==> config.mk <==
export PLATFORM = sky130hd
export DESIGN_NAME = nfc_atom_cmd_addr
export DESIGN_NICKNAME = d
export VERILOG_FILES = /design/src/rtl/nfc_atom_cmd_addr.sv
export SDC_FILE = /design/constraint.sdc
export NUM_CORES = 1
export LEC_CHECK = 0
export ABC_AREA = 1
export BUFFER_PORTS_ARGS = -buffer_cell sky130_fd_sc_hd__clkbuf_2
export CORE_UTILIZATION = 50
export CTS_BUF_LIST = sky130_fd_sc_hd__clkbuf_16
export DETAILED_ROUTE_END_ITERATION = 7
export GPL_TIMING_DRIVEN = 0
export HOLD_SLACK_MARGIN = 0.12
export PLACE_DENSITY = 0.88
export SLEW_MARGIN = 10
export SYNTH_ARGS = -nofsm -noshare
export SYNTH_HDL_FRONTEND = slang
export SYNTH_SLANG_ARGS = --single-unit
==> constraint.sdc <==
create_clock -name iSystemClock -period 1.9 [get_ports iSystemClock]
set_input_delay 0.285 -clock iSystemClock [delete_from_list [all_inputs] [get_ports iSystemClock]]
set_output_delay 0.285 -clock iSystemClock [all_outputs]
set_load 0.02 [all_outputs]
==> src/rtl/nfc_atom_cmd_addr.sv <==
`default_nettype none
// ============================================================================
// Module   : nfc_atom_cmd_addr
// Purpose  : NAND command/address pin-pattern atom. Emits one command byte,
//            0-5 address bytes and a programmable post-wait on the 4-phase
//            PHY bus, then pulses oLastStep.
// Revision : 1.0 - initial release
// ============================================================================
module nfc_atom_cmd_addr #(
  parameter int NumberOfWays = 4
) (
  input  logic                        iSystemClock,
  input  logic                        iReset,
  input  logic                        iStart,
  output logic                        oReady,
  output logic                        oLastStep,
  input  logic [7:0]                  iCommand,
  input  logic [39:0]                 iAddress,
  input  logic [2:0]                  iAddressCount,
  input  logic [7:0]                  iPostWait,
  input  logic [NumberOfWays-1:0]     iTargetWay,
  output logic                        oDQSOutEnable,
  output logic                        oDQOutEnable,
  output logic [7:0]                  oDQStrobe,
  output logic [31:0]                 oDQ,
  output logic [2*NumberOfWays-1:0]   oChipEnable,
  output logic [3:0]                  oReadEnable,
  output logic [3:0]                  oWriteEnable,
  output logic [3:0]                  oAddressLatchEnable,
  output logic [3:0]                  oCommandLatchEnable
);

  typedef enum logic [3:0] {
    S_IDLE        = 4'd0,
    S_CMD_SETUP   = 4'd1,
    S_CMD_STROBE  = 4'd2,
    S_CMD_HOLD    = 4'd3,
    S_ADDR_SETUP  = 4'd4,
    S_ADDR_STROBE = 4'd5,
    S_ADDR_HOLD   = 4'd6,
    S_POST_WAIT   = 4'd7,
    S_DONE        = 4'd8
  } state_t;

  localparam logic [3:0] c_WE_HIGH   = 4'b1111;
  localparam logic [3:0] c_WE_STROBE = 4'b1100;
  localparam logic [3:0] c_RE_IDLE   = 4'b0011;

  state_t                    r_state;
  state_t                    w_next_state;
  logic [7:0]                r_cmd;
  logic [39:0]               r_addr;
  logic [2:0]                r_count;
  logic [7:0]                r_postwait;
  logic [NumberOfWays-1:0]   r_way;
  logic [2:0]                r_idx;
  logic [7:0]                r_wait_cnt;

  logic [2:0]                w_count_clamped;
  logic                      w_last_addr;
  logic                      w_enter_wait;
  logic [7:0]                w_addr_byte;
  logic [7:0]                w_byte;

  // Counts of 6 and 7 are not meaningful for NAND addressing; treat as 5.
  assign w_count_clamped = (iAddressCount > 3'd5) ? 3'd5 : iAddressCount;
  assign w_last_addr     = (r_idx == (r_count - 3'd1));
  assign w_enter_wait    = ((r_state == S_CMD_HOLD) && (r_count == 3'd0)) ||
                           ((r_state == S_ADDR_HOLD) && w_last_addr);
  assign oChipEnable     = {r_way, r_way};
  assign oDQ             = {4{w_byte}};

  // Address byte currently being transferred, byte 0 first.
  always_comb begin
    w_addr_byte = 8'h00;
    case (r_idx)
      3'd0:    w_addr_byte = r_addr[7:0];
      3'd1:    w_addr_byte = r_addr[15:8];
      3'd2:    w_addr_byte = r_addr[23:16];
      3'd3:    w_addr_byte = r_addr[31:24];
      3'd4:    w_addr_byte = r_addr[39:32];
      default: w_addr_byte = 8'h00;
    endcase
  end

  // State register; reset returns to IDLE from anywhere, even mid-sequence.
  always_ff @(posedge iSystemClock) begin
    if (!iReset) begin
      r_state <= S_IDLE;
    end else begin
      r_state <= w_next_state;
    end
  end

  // Request latches, address byte index and post-wait down-counter.
  always_ff @(posedge iSystemClock) begin
    if (!iReset) begin
      r_cmd      <= 8'h00;
      r_addr     <= 40'h0;
      r_count    <= 3'd0;
      r_postwait <= 8'h00;
      r_way      <= '0;
      r_idx      <= 3'd0;
      r_wait_cnt <= 8'h00;
    end else begin
      if ((r_state == S_IDLE) && iStart) begin
        r_cmd      <= iCommand;
        r_addr     <= iAddress;
        r_count    <= w_count_clamped;
        r_postwait <= iPostWait;
        r_way      <= iTargetWay;
        r_idx      <= 3'd0;
      end
      if (r_state == S_ADDR_HOLD) begin
        r_idx <= w_last_addr ? 3'd0 : (r_idx + 3'd1);
      end
      if (w_enter_wait) begin
        r_wait_cnt <= r_postwait;
      end else if ((r_state == S_POST_WAIT) && (r_wait_cnt != 8'h00)) begin
        r_wait_cnt <= r_wait_cnt - 8'd1;
      end
    end
  end

  // Next-state decode and per-state pin patterns; idle pattern is the default.
  always_comb begin
    w_next_state        = r_state;
    oReady              = 1'b0;
    oLastStep           = 1'b0;
    oDQSOutEnable       = 1'b1;
    oDQOutEnable        = 1'b1;
    oDQStrobe           = 8'h00;
    oReadEnable         = c_RE_IDLE;
    oWriteEnable        = c_WE_HIGH;
    oAddressLatchEnable = 4'h0;
    oCommandLatchEnable = 4'h0;
    w_byte              = 8'h00;

    case (r_state)
      S_IDLE: begin
        oReady = 1'b1;
        if (iStart) begin
          w_next_state = S_CMD_SETUP;
        end
      end
      S_CMD_SETUP: begin
        w_byte              = r_cmd;
        oCommandLatchEnable = 4'hF;
        w_next_state        = S_CMD_STROBE;
      end
      S_CMD_STROBE: begin
        w_byte              = r_cmd;
        oCommandLatchEnable = 4'hF;
        oWriteEnable        = c_WE_STROBE;
        w_next_state        = S_CMD_HOLD;
      end
      S_CMD_HOLD: begin
        w_byte              = r_cmd;
        oCommandLatchEnable = 4'hF;
        w_next_state        = (r_count != 3'd0) ? S_ADDR_SETUP : S_POST_WAIT;
      end
      S_ADDR_SETUP: begin
        w_byte              = w_addr_byte;
        oAddressLatchEnable = 4'hF;
        w_next_state        = S_ADDR_STROBE;
      end
      S_ADDR_STROBE: begin
        w_byte              = w_addr_byte;
        oAddressLatchEnable = 4'hF;
        oWriteEnable        = c_WE_STROBE;
        w_next_state        = S_ADDR_HOLD;
      end
      S_ADDR_HOLD: begin
        w_byte              = w_addr_byte;
        oAddressLatchEnable = 4'hF;
        w_next_state        = w_last_addr ? S_POST_WAIT : S_ADDR_SETUP;
      end
      S_POST_WAIT: begin
        // A loaded value of 0 or 1 both leave after a single clock.
        if (r_wait_cnt <= 8'd1) begin
          w_next_state = S_DONE;
        end
      end
      S_DONE: begin
        oLastStep    = 1'b1;
        w_next_state = S_IDLE;
      end
      default: begin
        w_next_state = S_IDLE;
      end
    endcase
  end

endmodule
`default_nettype wire
# == Word-level counts from Yosys, hierarchy flattened ==
# Cells that the tools add are included.
# totals
register_bits,78
out_inout_bits,68
elab_cells,62
inputBits,66
# op_classes
add_sub_neg,3
n_mux,18
magnitude_cmp,2
n_reduce_logical,16
eq_ne,15
# op_table
op,count
one-hot mux 8 bit (5 select lines),1
one-hot mux 4 bit (8 select lines),1
"equality test 4 x 3 -> 1 bit, second input constant",4
two-way mux 4 bit,4
two-way mux 8 bit,2
one-hot mux 8 bit (2 select lines),1
two-way mux 3 bit,4
"equality test 4 x 2 -> 1 bit, second input constant",2
"less-or-equal comparator 8 x 1 -> 1 bit, second input constant",1
nonzero test 8 bit,1
"subtractor 8 x 1 -> 8 bit, second input constant",1
"equality test 3 x 2 -> 1 bit, second input constant",2
logical NOT 3 bit,2
two-way mux 2 bit,3
OR reduction 3 bit,2
"equality test 4 x 1 -> 1 bit, second input constant",1
"equality test 4 bit, second input constant",1
logical AND 1 bit,4
logical NOT 4 bit,1
nonzero test 2 bit,2
"adder 3 x 1 -> 3 bit, second input constant",1
"equality test 3 x 1 -> 1 bit, second input constant",1
equality test 3 bit,1
"equality test 3 bit, second input constant",1
other kinds (9),10

# == Longest topological paths before layout ==
# depth
word_depth,5
mapped_depth,12
ltp_nobuf,12

# == Worst setup path after synthesis ==
# No wires, ideal clock.
# synth_path
path_type,register -> output
start,register r_state[2]
end,output port oDQ[14]
t_arrival_ns,2.129
path_stages_with_launch,7
slack_ns,-0.514
required_ns,1.615
path_buffers,1
cell_sequence,dfxtp_1 -> nor2_4 -> inv_1 -> nor2_1 -> inv_1 -> o21ai_0 -> buf_4
# synth_between
elab_chain_cells,3
# synth_rtl
item,line_no,rtl
from (decl),49,state_t r_state;
from (signal assigned),91,r_state <= w_next_state;
"equality test 4 x 3 -> 1 bit, or another cell as far along",139,case (r_state)
OR reduction 3 bit (no line),n/a,
one-hot mux 8 bit (2 select lines) *,139,
to (decl),25,"output logic [31:0] oDQ,"
# Mark *: on every way between the ends. The rest lies on a longest branch, timed or not.

# == Worst setup path after layout ==
# layout_path
start,register r_idx[0]
end,output port oDQ[31]
# layout_between
elab_chain_cells,3
# layout_rtl
item,line_no,rtl
from (decl),56,logic [2:0] r_idx;
from (signal assigned),115,r_idx <= w_last_addr ? 3'd0 : (r_idx + 3'd1);
"equality test 3 bit, or another cell as far along",76,case (r_idx)
one-hot mux 8 bit (5 select lines) *,76,
one-hot mux 8 bit (2 select lines) *,139,
# Marks and branches as above.

==> impl_metrics.env <==
export IMPL_rr_worst_depth=8
export IMPL_clockBufferDepth=2
export IMPL_overflow=0
export IMPL_synth_cell_types=33
export IMPL_track_usage=0.309
export IMPL_ant_nets=0
export IMPL_clk_pin_slew_worst_paths_ns=0.05
export IMPL_firstDrtPassIters=6
export IMPL_drv_cap=0
export IMPL_power_total_mw=8.13
export IMPL_synth_area_leader_cell="dfxtp_1"
export IMPL_arrival_ns=2.03
export IMPL_syn_cell_area_mm2=0.00409
export IMPL_cp_start_kind="register"
export IMPL_worst_slack_ns=-0.414
export IMPL_cp_max_fo=5
export IMPL_crit_start="r_idx[0]$_SDFFE_PN0P_"
export IMPL_initial_utilization=0.524
export IMPL_p_per_area_mw_per_mm2=1380
export IMPL_avgSynthCellArea_um2=7.31
export IMPL_gp_congestion=0.901
export IMPL_hold_violations=0
export IMPL_dpl_worst_slack_ns=-0.314
export IMPL_power_leakage_nw=2.67
export IMPL_coreArea_mm2=0.00781
export IMPL_antenna_found_initial=0
export IMPL_muxShareOfSynthArea=0
export IMPL_hpwlAfterDp_mm=8.27
export IMPL_finalMaxSlewViolations=0
export IMPL_r2r_end="r_idx[2]$_SDFFE_PN0P_"
export IMPL_worst_ep_required_time_ns=1.62
export IMPL_synth_compound_area_frac=0.197
export IMPL_vias_per_cell=5.80
export IMPL_ctsHoldBuffers=0
export IMPL_num_io_pins=134
export IMPL_ir_worst_vdd_v=0.000880
export IMPL_synth_top_cell_area_share=0.382
export IMPL_wirelength_mm=15.5
export IMPL_syn_to_final_growth_pct=43.6
export IMPL_fmax_mhz=432
export IMPL_synth_top_family_by_area="compound AO/OA/AOI/OAI gates"
export IMPL_setup_viol=33
export IMPL_netlist_top_cells_area="dfxtp_1 38%, nand2_1 9.8%, buf_4 9.4%"
export IMPL_status="finished with violations"
export IMPL_htreeDepth=3
export IMPL_worst_pin_slew_ns=0.652
export IMPL_root_buffer="clkbuf_16"
export IMPL_synth_simple_area_share=0.190
export IMPL_place_inst=793
export IMPL_drcViolationCount=0
export IMPL_rsz0062_at_grt="true"
export IMPL_synth_cells=560
export IMPL_num_rows=32
export IMPL_r2r_slack_ns=-0.05
export IMPL_finClkSkew_ns=0.00796
export IMPL_grt_pass1_wl_mm=20.4
export IMPL_ys_flop_type="dfxtp_1"
export IMPL_yosys_warnings=0
export IMPL_io_buffers=117
export IMPL_hold_ws_ns=0.169
export IMPL_failed_checks="setup timing"
export IMPL_drt_iter0_drc=459
export IMPL_wl_per_cell_um=18.9
export IMPL_synthAdderAreaFrac=0.0306
export IMPL_endpoint_kind="output pin"
export IMPL_num_antenna_cells=0
export IMPL_synth_async_reset_ratio=0
export IMPL_hold_path_class="in -> reg"
export IMPL_worstSetupPathType="reg -> out"
export IMPL_fin_crit_sh=1.22
export IMPL_cts_tree="built"
export IMPL_vias=4770
export IMPL_grt_max_degree=13
export IMPL_nets=792
export IMPL_die_area_mm2=0.00855
export IMPL_insertion_delay_ns=0.35
export IMPL_hold_depth=3
export IMPL_worstReg2RegStart="r_count[0]$_SDFFE_PN0P_"
export IMPL_cts_buffers=9
export IMPL_max_slew_margin=0.565
export IMPL_worstSetupEndpoint="oDQ[31]"
export IMPL_drive_above_1_share=0.408
export IMPL_die_h_um=92.5
export IMPL_cts_sinks=78
export IMPL_finalNonFillerCells=823
export IMPL_finalCriticalPeriod_ns=2.31
export IMPL_utilization=0.753
export IMPL_die_w_um=92.5
export IMPL_synth_seq_cells=78
export IMPL_ys_seq_area_frac=0.382
export IMPL_synth_edf_count=0
export IMPL_grt_pass1_vias=4366
export IMPL_synthXorXnorAreaFrac=0.00856
-- cells by family (layout without fill, tap and decap cells) --
group | count (synthesis) | count (layout)
buffers and inverters | 139 | 286
other | 2 | 16
XOR/XNOR | 4 | 4
AO/OA/AOI/OAI | 152 | 152
flip-flops | 78 | 78
adder cells (fa/ha/maj) | 10 | 10
AND/OR/NAND/NOR | 175 | 175
-- area by class of cell --
class	count	area, µm²
Multi-Input combinational cell	357	2160
Fill cell	500	1930
Sequential cell	78	1570
Timing Repair Buffer	131	910
Buffer	71	547
Inverter	68	280
Clock buffer	9	225
Tap cell	102	128
Clock inverter	7	56.3
-- cells in the final DEF (no fill, tap or decap), types with 4 or more instances in the layout --
| cell type | n |
|---|---|
| nand3_1 | 6 |
| clkbuf_16 | 9 |
| buf_4 | 58 |
| clkbuf_1 | 6 |
| clkbuf_8 | 9 |
| dfxtp_1 | 73 |
| conb_1 | 16 |
| nor2_4 | 6 |
| buf_2 | 4 |
| buf_8 | 6 |
| o22ai_4 | 5 |
| ha_4 | 4 |
| inv_1 | 54 |
| nand2_4 | 6 |
| a21oi_1 | 71 |
| nand2_1 | 99 |
| nand2_2 | 7 |
| nor2_2 | 6 |
| buf_6 | 26 |
| inv_2 | 7 |
| clkbuf_2 | 89 |
| o211ai_1 | 5 |
| o21ai_0 | 23 |
| xor2_1 | 4 |
| nor2_1 | 30 |
| o22ai_2 | 7 |
| ha_1 | 5 |
| o21ai_2 | 10 |
| o21ai_1 | 22 |
| a31oi_1 | 4 |
-- stage by stage --
| stage | setup TNS [ns] | area (µm²) |
|---|---|---|
| after floorplan | -0.841 | 4190 |
| after global placement | -3.95 | 4900 |
| after detailed placement | -6.53 | 4900 |
| after CTS | -8.26 | 5600 |
| after global routing | -12.58 | 5880 |
| final | -9.62 | 5880 |
-- cells in the mapped netlist (2+ instances only) --
cell and count:
nand2_2 4, o211ai_1 5, buf_2 4, o21ai_2 3, a21oi_1 71, nand3_1 6, nor2_4 3, o21ai_0 34
dfxtp_1 78, or2_1 2, nand2_1 107, inv_1 61, inv_2 6, nand2_4 2, nor3_1 6, nor2_2 4
nor2_1 35, conb_1 2, o21ai_1 21, clkbuf_1 6, buf_6 8, o22ai_1 12, buf_4 51, xor2_1 4
nand3_4 2, ha_1 10, a31oi_1 5, or2_2 3
-- worst max-delay path, stage by stage, from the launching register on --
cell and delay [ns]:
dfxtp_4 0.39, inv_4 0.07, ha_4 0.17, nand2_4 0.10
inv_2 0.07, nand2_1 0.06, o21ai_0 0.12, o21ai_1 0.25
o21ai_2 0.14, buf_4 0.16, clkbuf_8 0.14
-- sequential cells by signal (all words and copies together) (netlist names) --
| register | cells |
|---|---|
| r_count | 3 |
| r_cmd | 8 |
| r_wait_cnt | 8 |
| r_postwait | 8 |
| r_state | 4 |
| r_way | 4 |
| r_idx | 3 |
| r_addr | 40 |
-- report_power, final --
group | switching [mW] | internal, mW | leakage (nW)
registers | 0.260 | 2.08 | 0.643
clock network | 0.686 | 0.996 | 0.145
logic | 2.49 | 1.62 | 1.88
total | 3.43 | 4.70 | 2.67
-- worst min path at each step --
stage | startpoint | to
final | iTargetWay[1] | r_way[1]$_SDFFE_PN0P_
after global routing | iTargetWay[1] | r_way[1]$_SDFFE_PN0P_
after CTS | iPostWait[7] | r_postwait[7]$_SDFFE_PN0P_
after detailed placement | r_addr[30]$_SDFFE_PN0P_ | r_addr[30]$_SDFFE_PN0P_
after global placement | r_addr[30]$_SDFFE_PN0P_ | r_addr[30]$_SDFFE_PN0P_
after floorplan | iReset | r_addr[38]$_SDFFE_PN0P_
-- timing repair --
action	in CTS	in global routing
endpoints found under the setup margin	36	45
resized for setup	81	81
buffers inserted	11	3
hold endpoints to repair	0	0
pin swaps	15	12
-- metal layers --
metal	up-vias	part of all wire	track usage	wire (µm)
li1	2051	-	-	-
met1	2111	0.34	0.335	5350
met2	454	0.47	0.548	7230
met3	154	0.11	0.0665	1740
met4	0	0.079	0.184	1230
met5	-	0	0	0
(Power assumes the default switching activity.)
